`config.mk`:
```
export PLATFORM = sky130hd
export DESIGN_NAME = hog_csr_bank
export DESIGN_NICKNAME = d
export VERILOG_FILES = /design/src/rtl/hog_csr_pkg.sv /design/src/rtl/hog_csr_bank_irq_ctrl.sv /design/src/rtl/hog_csr_bank.sv
export SDC_FILE = /design/constraint.sdc
export NUM_CORES = 2
export LEC_CHECK = 0
export ABC_AREA = 1
export BUFFER_PORTS_ARGS = -buffer_cell sky130_fd_sc_hd__buf_2
export CAP_MARGIN = 5
export CORE_AREA = 2 2 353 355
export DETAILED_ROUTE_END_ITERATION = 10
export DIE_AREA = 0 0 355 357
export SETUP_SLACK_MARGIN = 0.1
export SLEW_MARGIN = 15
export SYNTH_ARGS = -nofsm -noshare
export SYNTH_HDL_FRONTEND = slang
export SYNTH_SLANG_ARGS = --single-unit
export TNS_END_PERCENT = 5
```
`constraint.sdc`:
```
create_clock -name aclk -period 21.2 [get_ports aclk]
set_input_delay 2.12 -clock aclk [delete_from_list [all_inputs] [get_ports aclk]]
set_output_delay 2.12 -clock aclk [all_outputs]
set_load 0.01 [all_outputs]
```
`src/rtl/hog_csr_pkg.sv`:
```
// Shared definitions for the hog CSR bank: response codes, register-map
// offsets that follow the RW and RO blocks, and small decode helpers.
package hog_csr_pkg;

  localparam logic [1:0] RESP_OKAY   = 2'b00;
  localparam logic [1:0] RESP_SLVERR = 2'b10;

  // Class of a word index in the register map.
  typedef enum logic [2:0] {
    KIND_RW,
    KIND_RO,
    KIND_START,
    KIND_IRQ_STATUS,
    KIND_IRQ_MASK,
    KIND_UNMAPPED
  } reg_kind_e;

  // The control words sit directly after the RW and RO blocks.
  function automatic int unsigned START_IDX(input int unsigned num_rw,
                                            input int unsigned num_ro);
    return num_rw + num_ro;
  endfunction

  function automatic int unsigned IRQ_STATUS_IDX(input int unsigned num_rw,
                                                 input int unsigned num_ro);
    return START_IDX(num_rw, num_ro) + 1;
  endfunction

  function automatic int unsigned IRQ_MASK_IDX(input int unsigned num_rw,
                                               input int unsigned num_ro);
    return START_IDX(num_rw, num_ro) + 2;
  endfunction

  function automatic reg_kind_e decode_idx(input int unsigned idx,
                                           input int unsigned num_rw,
                                           input int unsigned num_ro);
    if (idx < num_rw)                                return KIND_RW;
    else if (idx < num_rw + num_ro)                  return KIND_RO;
    else if (idx == START_IDX(num_rw, num_ro))       return KIND_START;
    else if (idx == IRQ_STATUS_IDX(num_rw, num_ro))  return KIND_IRQ_STATUS;
    else if (idx == IRQ_MASK_IDX(num_rw, num_ro))    return KIND_IRQ_MASK;
    else                                             return KIND_UNMAPPED;
  endfunction

  // Expand a 4-bit write strobe into a 32-bit byte-lane mask.
  function automatic logic [31:0] strb_mask(input logic [3:0] strb);
    return {{8{strb[3]}}, {8{strb[2]}}, {8{strb[1]}}, {8{strb[0]}}};
  endfunction

endpackage

```
`src/rtl/hog_csr_bank_irq_ctrl.sv`:
```
// Interrupt controller: rising-edge detect on level sources, W1C status
// (a new edge beats a same-cycle clear), byte-lane writable mask and a
// registered combined interrupt.
module hog_irq_ctrl #(
  parameter int NUM_IRQ = 4
) (
  input  logic               clk_i,
  input  logic               rst_i,
  input  logic [NUM_IRQ-1:0] src_i,
  input  logic               clr_we_i,
  input  logic               mask_we_i,
  input  logic [NUM_IRQ-1:0] wdata_i,
  input  logic [NUM_IRQ-1:0] bmask_i,
  output logic [NUM_IRQ-1:0] status_o,
  output logic [NUM_IRQ-1:0] mask_o,
  output logic               irq_o
);

  logic [NUM_IRQ-1:0] src_prev_q;
  logic [NUM_IRQ-1:0] status_q, status_d;
  logic [NUM_IRQ-1:0] mask_q, mask_d;
  logic               irq_q;

  // Next status and mask: clear first, then OR in new edges so set wins.
  always_comb begin
    // NOTE: every always_comb output gets a default first so no path leaves it unassigned (no latch).
    status_d = status_q | (src_i & ~src_prev_q);
    mask_d   = mask_q;
    if (clr_we_i) begin
      status_d = (status_q & ~(wdata_i & bmask_i)) | (src_i & ~src_prev_q);
    end
    if (mask_we_i) begin
      mask_d = (mask_q & ~bmask_i) | (wdata_i & bmask_i);
    end
  end

  // State registers; irq lags status/mask by one cycle.
  always_ff @(posedge clk_i or posedge rst_i) begin
    // NOTE: sequential state uses non-blocking (<=) so every flop samples pre-edge values.
    if (rst_i) begin
      src_prev_q <= '0;
      status_q   <= '0;
      mask_q     <= '0;
      irq_q      <= 1'b0;
    end else begin
      src_prev_q <= src_i;
      status_q   <= status_d;
      mask_q     <= mask_d;
      irq_q      <= |(status_q & mask_q);
    end
  end

  assign status_o = status_q;
  assign mask_o   = mask_q;
  assign irq_o    = irq_q;

endmodule

```
`src/rtl/hog_csr_bank.sv`:
```
// AXI-Lite CSR bank: RW config words, RO status words, a write-1-to-pulse
// START word and an interrupt block. Write address and data are buffered
// independently and committed together; reads are a single-cycle lookup.
module hog_csr_bank
  import hog_csr_pkg::*;
#(
  parameter int AXIL_AW = 8,
  parameter int NUM_RW  = 16,
  parameter int NUM_RO  = 8,
  parameter int NUM_IRQ = 4
) (
  input  logic                  aclk,
  input  logic                  arest,
  input  logic [AXIL_AW-1:0]    s_axil_awaddr,
  input  logic [2:0]            s_axil_awprot,
  input  logic                  s_axil_awvalid,
  output logic                  s_axil_awready,
  input  logic [31:0]           s_axil_wdata,
  input  logic [3:0]            s_axil_wstrb,
  input  logic                  s_axil_wvalid,
  output logic                  s_axil_wready,
  output logic [1:0]            s_axil_bresp,
  output logic                  s_axil_bvalid,
  input  logic                  s_axil_bready,
  input  logic [AXIL_AW-1:0]    s_axil_araddr,
  input  logic [2:0]            s_axil_arprot,
  input  logic                  s_axil_arvalid,
  output logic                  s_axil_arready,
  output logic [31:0]           s_axil_rdata,
  output logic [1:0]            s_axil_rresp,
  output logic                  s_axil_rvalid,
  input  logic                  s_axil_rready,
  output logic [NUM_RW*32-1:0]  rw_regs,
  input  logic [NUM_RO*32-1:0]  ro_regs,
  output logic [31:0]           start_pulse,
  input  logic [NUM_IRQ-1:0]    irq_src,
  output logic                  irq
);

  localparam int IDX_W = AXIL_AW - 2;
  localparam int RW_IW = (NUM_RW > 1) ? $clog2(NUM_RW) : 1;
  localparam int RO_IW = (NUM_RO > 1) ? $clog2(NUM_RO) : 1;

  // ---------------- write path ----------------
  logic             aw_full_q, w_full_q;
  logic [IDX_W-1:0] aw_idx_q;
  logic [31:0]      w_data_q;
  logic [3:0]       w_strb_q;
  logic             bvalid_q;
  logic [1:0]       bresp_q;
  logic             aw_hs, w_hs, commit;
  reg_kind_e        wr_kind;
  logic [1:0]       wr_resp;
  logic [31:0]      wr_bmask;

  logic [NUM_RW-1:0][31:0] rw_q;
  logic [31:0]             start_q;
  logic [NUM_IRQ-1:0]      irq_status, irq_mask;

  assign s_axil_awready = ~aw_full_q & ~bvalid_q & ~arest;
  assign s_axil_wready  = ~w_full_q & ~bvalid_q & ~arest;
  assign aw_hs          = s_axil_awvalid & s_axil_awready;
  assign w_hs           = s_axil_wvalid & s_axil_wready;
  assign commit         = aw_full_q & w_full_q;

  assign wr_kind  = decode_idx(int'(aw_idx_q), NUM_RW, NUM_RO);
  assign wr_resp  = (wr_kind == KIND_RO || wr_kind == KIND_UNMAPPED) ? RESP_SLVERR : RESP_OKAY;
  assign wr_bmask = strb_mask(w_strb_q);

  // AW/W one-entry buffers and the B channel; commit empties both buffers.
  always_ff @(posedge aclk or posedge arest) begin
    if (arest) begin
      aw_full_q <= 1'b0;
      aw_idx_q  <= '0;
      w_full_q  <= 1'b0;
      w_data_q  <= '0;
      w_strb_q  <= '0;
      bvalid_q  <= 1'b0;
      bresp_q   <= RESP_OKAY;
    end else begin
      if (aw_hs) begin
        aw_full_q <= 1'b1;
        aw_idx_q  <= s_axil_awaddr[AXIL_AW-1:2];
      end
      if (w_hs) begin
        w_full_q <= 1'b1;
        w_data_q <= s_axil_wdata;
        w_strb_q <= s_axil_wstrb;
      end
      if (bvalid_q && s_axil_bready) begin
        bvalid_q <= 1'b0;
      end
      if (commit) begin
        aw_full_q <= 1'b0;
        w_full_q  <= 1'b0;
        bvalid_q  <= 1'b1;
        bresp_q   <= wr_resp;
      end
    end
  end

  // RW config words, updated per byte lane on commit.
  always_ff @(posedge aclk or posedge arest) begin
    // NOTE: this word array is small and must read as zero after reset, so it is reset like any flop rather than inferred as RAM.
    if (arest) begin
      rw_q <= '0;
    end else if (commit && wr_kind == KIND_RW) begin
      rw_q[aw_idx_q[RW_IW-1:0]] <= (rw_q[aw_idx_q[RW_IW-1:0]] & ~wr_bmask) | (w_data_q & wr_bmask);
    end
  end

  // START pulse: live for exactly the cycle after a START commit.
  always_ff @(posedge aclk or posedge arest) begin
    if (arest) begin
      start_q <= '0;
    end else begin
      start_q <= (commit && wr_kind == KIND_START) ? (w_data_q & wr_bmask) : '0;
    end
  end

  hog_irq_ctrl #(
    .NUM_IRQ (NUM_IRQ)
  ) u_irq_ctrl (
    .clk_i     (aclk),
    .rst_i     (arest),
    .src_i     (irq_src),
    .clr_we_i  (commit && wr_kind == KIND_IRQ_STATUS),
    .mask_we_i (commit && wr_kind == KIND_IRQ_MASK),
    .wdata_i   (w_data_q[NUM_IRQ-1:0]),
    .bmask_i   (wr_bmask[NUM_IRQ-1:0]),
    .status_o  (irq_status),
    .mask_o    (irq_mask),
    .irq_o     (irq)
  );

  assign s_axil_bvalid = bvalid_q;
  assign s_axil_bresp  = bresp_q;
  assign rw_regs       = rw_q;
  assign start_pulse   = start_q;

  // ---------------- read path ----------------
  logic [NUM_RO-1:0][31:0] ro_words;
  logic [IDX_W-1:0]        ar_idx, ro_off;
  reg_kind_e               rd_kind;
  logic [31:0]             rd_data;
  logic [1:0]              rd_resp;
  logic                    rvalid_q;
  logic [31:0]             rdata_q;
  logic [1:0]              rresp_q;
  logic                    ar_hs;

  assign ro_words       = ro_regs;
  assign ar_idx         = s_axil_araddr[AXIL_AW-1:2];
  assign ro_off         = ar_idx - IDX_W'(NUM_RW);
  assign rd_kind        = decode_idx(int'(ar_idx), NUM_RW, NUM_RO);
  assign s_axil_arready = ~rvalid_q & ~arest;
  assign ar_hs          = s_axil_arvalid & s_axil_arready;

  // Read lookup; reads see current (pre-commit) register contents.
  always_comb begin
    rd_data = '0;
    rd_resp = RESP_OKAY;
    case (rd_kind)
      KIND_RW:         rd_data = rw_q[ar_idx[RW_IW-1:0]];
      KIND_RO:         rd_data = ro_words[ro_off[RO_IW-1:0]];
      KIND_START:      rd_data = '0;
      KIND_IRQ_STATUS: rd_data = 32'(irq_status);
      KIND_IRQ_MASK:   rd_data = 32'(irq_mask);
      default:         rd_resp = RESP_SLVERR;
    endcase
  end

  // R channel: capture on AR handshake, hold until rready.
  always_ff @(posedge aclk or posedge arest) begin
    if (arest) begin
      rvalid_q <= 1'b0;
      rdata_q  <= '0;
      rresp_q  <= RESP_OKAY;
    end else if (ar_hs) begin
      rvalid_q <= 1'b1;
      rdata_q  <= rd_data;
      rresp_q  <= rd_resp;
    end else if (rvalid_q && s_axil_rready) begin
      rvalid_q <= 1'b0;
    end
  end

  assign s_axil_rvalid = rvalid_q;
  assign s_axil_rdata  = rdata_q;
  assign s_axil_rresp  = rresp_q;

  // Protection bits and byte-offset address bits carry no meaning here.
  logic unused_ok;
  assign unused_ok = ^{s_axil_awprot, s_axil_arprot, s_axil_awaddr[1:0],
                       s_axil_araddr[1:0], ar_idx, ro_off, aw_idx_q};

endmodule
```
**Yosys cells after proc, flatten, opt, wreduce, memory -nomap -nowiden**

Cells that the tools add are included.

- Register bits: 639
- Output and inout port bits: 586
- Bits of input ports: 325

- Add/subtract/negate cells: 1
- Reduce and logical (&&, ||, !) cells: 16
- Bitwise gates (word level): 29
- Multiplexer cells: 32
- Order comparisons: 8
- Equality and inequality tests: 15

Operator list:

| cell | number |
|---|---|
| $bwmux W512 | 1 |
| $bmux W32 S4 | 2 |
| $mux W32 | 5 |
| $demux W32 S4 | 1 |
| $pmux W32 S4 | 1 |
| $bmux W32 S3 | 1 |
| $and A32 B32 Y32 | 2 |
| $eq A6 B5 Y1 const B | 6 |
| $not A32 Y32 | 1 |
| $or A32 B32 Y32 | 1 |
| $lt A6 B5 Y1 const B | 4 |
| $mux W3 | 8 |
| $and A4 B4 Y4 | 5 |
| $eq A3 B2 Y1 const B | 4 |
| $not A4 Y4 | 3 |
| $or A4 B4 Y4 | 3 |
| $lt A4 B5 Y1 const B | 2 |
| $mux W1 | 10 |
| $and A1 B1 Y1 | 9 |
| $eq A3 B3 Y1 const B | 3 |
| $reduce_bool A2 Y1 | 4 |
| $logic_and A1 B1 Y1 | 7 |
| $eq A3 B1 Y1 const B | 2 |
| $logic_not A3 Y1 | 2 |
| 9 further kinds | 14 |

**Logic depth before layout (Yosys ltp)**

- Depth after elaboration: 9
- Mapped depth: 15
- Gate-level depth less buffers: 13

**Cells and area by module**

Synthesis repeated with hierarchy kept, for this count alone.

- Cell total of the unflattened synthesis: 5978
- Area total of the unflattened synthesis: 37748.7 µm²

By module, submodules not included:

| module | times used | cells an instance | sequential area each (µm²) | area each (µm²) |
|---|---|---|---|---|
| hog_csr_bank | 1 | 5918 | 15615.0 | 37229.5 |
| hog_irq_ctrl | 1 | 60 | 325.3 | 519.2 |

**Least setup slack after synthesis**

No wires, ideal clock.

- Path type: in2out
- Start: input port arest
- End: output port s_axil_awready
- Path buffers: 0
- Stages on the path: 1
- Required time: 19.080 ns
- Slack: 16.624 ns
- Data arrival time: 2.456 ns
- Cell sequence: nor3_1

- Longest elaborated chain between the ends: 2

Ends and longest elaborated chain:

| element | line | RTL |
|---|---|---|
| start, declared | hog_csr_bank.sv:13 | `input logic arest,` |
| $not A1 Y1 | hog_csr_bank.sv:60 | `assign s_axil_awready = ~aw_full_q & ~bvalid_q & ~arest;` |
| $and A1 B1 Y1 | hog_csr_bank.sv:60 |  |
| end, declared | hog_csr_bank.sv:17 | `output logic s_axil_awready,` |

No other way between the ends.

**Final worst setup path**

- Start: input port s_axil_araddr[2]
- End: register rdata_q[24], in the netlist s_axil_rdata[24]

- Longest elaborated chain between the ends: 8
- Elaborated cells between the ends (all ways): 20
- Classes of those cells: 1 x add/sub; 2 x order compare; 6 x eq/ne; 10 x mux; 1 x reduce/logical

Ends and longest elaborated chain:

| element | line | RTL |
|---|---|---|
| start, declared | hog_csr_bank.sv:25 | `input logic [AXIL_AW-1:0] s_axil_araddr,` |
| $eq A6 B5 Y1 | hog_csr_pkg.sv:41 | `else if (idx == IRQ_MASK_IDX(num_rw, num_ro)) return KIND_IRQ_MASK;` |
| $mux W1 | hog_csr_pkg.sv:41 |  |
| $mux W3 | hog_csr_pkg.sv:40 | `else if (idx == IRQ_STATUS_IDX(num_rw, num_ro)) return KIND_IRQ_STATUS;` |
| $mux W3 | hog_csr_pkg.sv:39 | `else if (idx == START_IDX(num_rw, num_ro)) return KIND_START;` |
| $mux W3 | hog_csr_pkg.sv:38 | `else if (idx < num_rw + num_ro) return KIND_RO;` |
| $mux W3 | hog_csr_pkg.sv:37 | `if (idx < num_rw) return KIND_RW;` |
| $eq A3 B3 Y1, or another cell as far along | hog_csr_bank.sv:163 | `case (rd_kind)` |
| $pmux W32 S4 * | hog_csr_bank.sv:163 |  |
| end signal, assigned | hog_csr_bank.sv:181 | `rdata_q <= rd_data;` |
| end, declared | hog_csr_bank.sv:148 | `logic [31:0] rdata_q;` |

Mark *: on every way between the ends. The rest lies on a longest branch, timed or not. The select of a mux whose other input is x is not followed.
A chain may end at the register's enable or synchronous reset.

==> run_results.csv <==
group,metric,value,unit
floorplan,io_pins,911,
placed_design,numPortBuffers,898,
floorplan,die-width,355,µm
hold_path,hold_class,"flop to flop",
final_layout,final_util,36.87,%
critical_path,timing.critical_path.mode_cell,"nand2_1",
route,dr_total_vias,42940,
route,viasPerCell,5.192,
final_layout,drive_above_1_share,18.48,%
synth,yosysWarnings,0,
critical_path,start_kind,"input pin",
timing,finalHoldViolations,0,
synth,yosysSeqAreaShare,42.70,%
grt,gr-usage-all-layers,33.53,%
job,maxCapViolCount,0,
synth,netlist_area,37330,µm²
critical_path,cp.required,21.79,ns
final_layout,fillers,13370,
grt,grt_overflow,0,
synth,synthCells,5883,
timing,tns,0,ns
floorplan,row_count,129,
critical_path,path_buf_inv,4,
clocking,cts.htree.levels,3,
timing,clock_skew,0.03526,ns
clocking,cts_resized,0,
clocking,clkTransAtPathRegs,0.06,ns
clocking,cts_buffers,80,
timing,fmaxAchievable,175.0,MHz
placed_design,hpwlAfterDp,151.9,mm
grt,grt_pass1_vias,39600,
timing,post-route-period-util,26.95,%
critical_path,cpMaxStageDelayCell,"buf_4",
placed_design,place_congestion,0.9187,
clocking,cts_setup_buffers,0,
clocking,insertion_delay,0.70,ns
route,wl_per_cell,26.57,µm
pwr,powerDensity,113.0,nW/µm²
critical_path,cp_top_family,"buffers and inverters",
route,drtPass1Iterations,6,
floorplan,die_h,357,µm
timing,worst_pin_slew,1.326,ns
route,drc,0,
pwr,p_leak,26.42,nW
critical_path,path_cells,"clkbuf_8 > buf_4 > inv_8 > nor2_4 > buf_4 > nand2_1 > nand3_1 > nand2_1 > nand2_1 > nor2_1 > nand2_1 > nand2_1 > nand2_1 > nand2_1",
floorplan,dieArea,126700,µm²
clocking,clk_path_buf_depth,3,
timing,fin_crit,5.713,ns
critical_path,end_kind,"flop",
route,drt_wl_total,219.7,mm
timing,slew_viol_final,0,
clocking,cts_root_buf,"clkbuf_16",
critical_path,crit_arrival,6.30,ns
status,status,"finished clean",
critical_path,worst-setup-path-type,"input pin to flop",
route,drt_iter0_markers,4563,
timing,finalHoldWorstSlack,0.4229,ns
timing,slew_headroom,10.65,%
floorplan,initial_utilization,30.35,%
grt,antenna_found_initial,21,
grt,grt_pass1_wl,301.9,mm
clocking,cts_tree,"done",
synth,ys_seq_elements,637,
synth,avgSynthCellArea,6.345,µm²
timing,setup_violations,0,
clocking,cts_hold_repair.buffers,0,
pwr,ir_drop,0.00008301,V
synth,synth_cell_types,27,
final_layout,nets,6881,
critical_path,ff2ff_setup_slack,16.72,ns
critical_path,worstPathMaxFanout,86,
floorplan,core,123000,µm²
final_layout,syn2layout_area_growth,21.48,%
timing,rsz0062_at_grt,"false",
critical_path,max_stage_delay,0.72,ns
grt,grt_max_degree,144,
clocking,clkSinkCount,637,
route,ant_nets,0,
==> kinds of logic (layout without fill, tap and decap cells) <==
group           count (synthesis)  after routing  synth area share (%)
flops                         637            637                 42.70
simple gates                 4238           4238                 44.08
mux                            29             29                0.8748
other cells                     1             15               0.01005
compound gates                392            392                 5.289
buf+inv                       586           1321                 7.042
==> worst register-to-register path, stage by stage, from the launching register on <==
cell     delay (ns)
dfrtp_4        0.67
inv_4          0.51
buf_4          0.76
buf_4          0.95
nand2_1        0.15
nand2_1        0.10
nand2_1        0.05
nand2_1        0.37
o21ai_1        0.15
nand2_2        0.48
nand2_1        0.13
nand2_1        0.10
==> path summary, 6_finish.rpt <==
| path | from | to | depth (start not counted) |
|---|---|---|---|
| max in group asynchronous | arest | rw_regs[220] | 5 |
| hold reg to reg | u_irq_ctrl.src_prev_q[0] | u_irq_ctrl.status_o[0] | 1 |
| setup reg to reg | aw_idx_q[1] | rw_regs[418] | 11 |
| setup / recovery | s_axil_araddr[2] | s_axil_rdata[24] | 14 |
| min in group asynchronous | arest | rw_regs[319] | 2 |
| hold / removal | u_irq_ctrl.src_prev_q[0] | u_irq_ctrl.status_o[0] | 1 |
==> Yosys cell counts <==
master	number	area [µm²]
nor2_4	1	11.26
o21ai_0	258	1291
buf_6	20	225.2
nor2_2	19	118.9
nand4_1	5	31.28
mux2_2	29	326.6
o22ai_1	4	25.02
conb_1	1	3.750
nand3b_1	1	7.510
a221o_1	1	10.01
o31ai_1	1	7.510
buf_2	124	620.6
dfrtp_1	637	15940
buf_1	38	142.6
or2_2	8	50.05
nand2_2	33	206.5
nand2_1	3549	13320
nor2_1	328	1231
nor3_2	1	10.01
inv_1	190	713.2
a21oi_1	68	340.3
o21ai_1	60	300.3
inv_2	16	60.06
clkbuf_1	165	619.3
buf_4	33	247.7
nor3_1	5	25.02
nand3_1	288	1441
==> routing by layer <==
metal	share of wire (%)	GRT usage, %
met1	35	37.69
met2	46	54.68
met3	9.3	7.066
met4	9.8	28.21
met5	0.0064	0
==> per-stage QoR <==
step | std cells | cell area (µm²) | setup slack (ns) | total power, mW
global route | 8266 | 45340 | 15.45 | 5.346
floorplan | 5884 | 37330 | 1.236 | 2.803
finish | 8269 | 45350 | 15.49 | 5.126
detailed placement | 8111 | 42680 | 15.02 | 3.720
CTS | 8256 | 45310 | 15.76 | 5.129
global placement | 8111 | 42680 | 15.04 | 3.700
==> where the power goes <==
group	switching, mW	total [mW]	leakage, nW	internal (mW)
logic	1.49	1.97	16.5	0.485
clock network	0.598	1.41	1.28	0.811
registers	0.285	1.75	8.69	1.46
total	2.37	5.13	26.4	2.76
==> sequential cells by signal, summed over array words and instances, names as in the netlist, named ones only <==
signal and count:
aw_full_q 1, w_data_q 32, aw_idx_q 6, s_axil_bvalid 1, w_strb_q 4, w_full_q 1
s_axil_rresp 1, s_axil_rdata 32, u_irq_ctrl.irq_o 1, s_axil_bresp 1, u_irq_ctrl.src_prev_q 4, u_irq_ctrl.status_o 4
s_axil_rvalid 1, start_pulse 32, rw_regs 512
==> area by class of cell <==
type	count	area [µm²]	share of cell area, %
Multi-Input combinational cell	4661	18840	41.55
Sequential cell	637	15950	35.17
Timing Repair Buffer	970	5050	11.14
Clock buffer	113	2267	5.000
Tap cell	1637	2048	4.517
Inverter	206	797.0	1.758
Clock inverter	32	362.8	0.8002
Antenna cell	13	32.53	0.07174
==> placed cells by master (no fill, tap or decap), types with 2 or more instances in the layout <==
cell        Yosys  routed
diode_2         0      13
clkinv_2        0      13
nor2_4          1      12
nor2_1        328     323
inv_1         190     178
or2_2           8       8
nor3_1          5       5
nand2_1      3549    3547
clkinvlp_4      0       6
inv_6           0       7
nand3_1       288     288
bufinv_16       0       5
conb_1          1       2
o22ai_1         4       4
inv_2          16      23
buf_2         124     896
dfrtp_4         0       2
inv_8           0       2
o21ai_0       258     258
nand4_1         5       5
mux2_2         29      29
buf_4          33      72
a21oi_1        68      68
clkbuf_16       0      81
nor2_2         19      13
nand2_2        33      34
clkbuf_1      165      20
o21ai_1        60      60
dfrtp_1       637     635
clkbuf_8        0      13
Note: power is estimated with default switching activity, not from simulation.
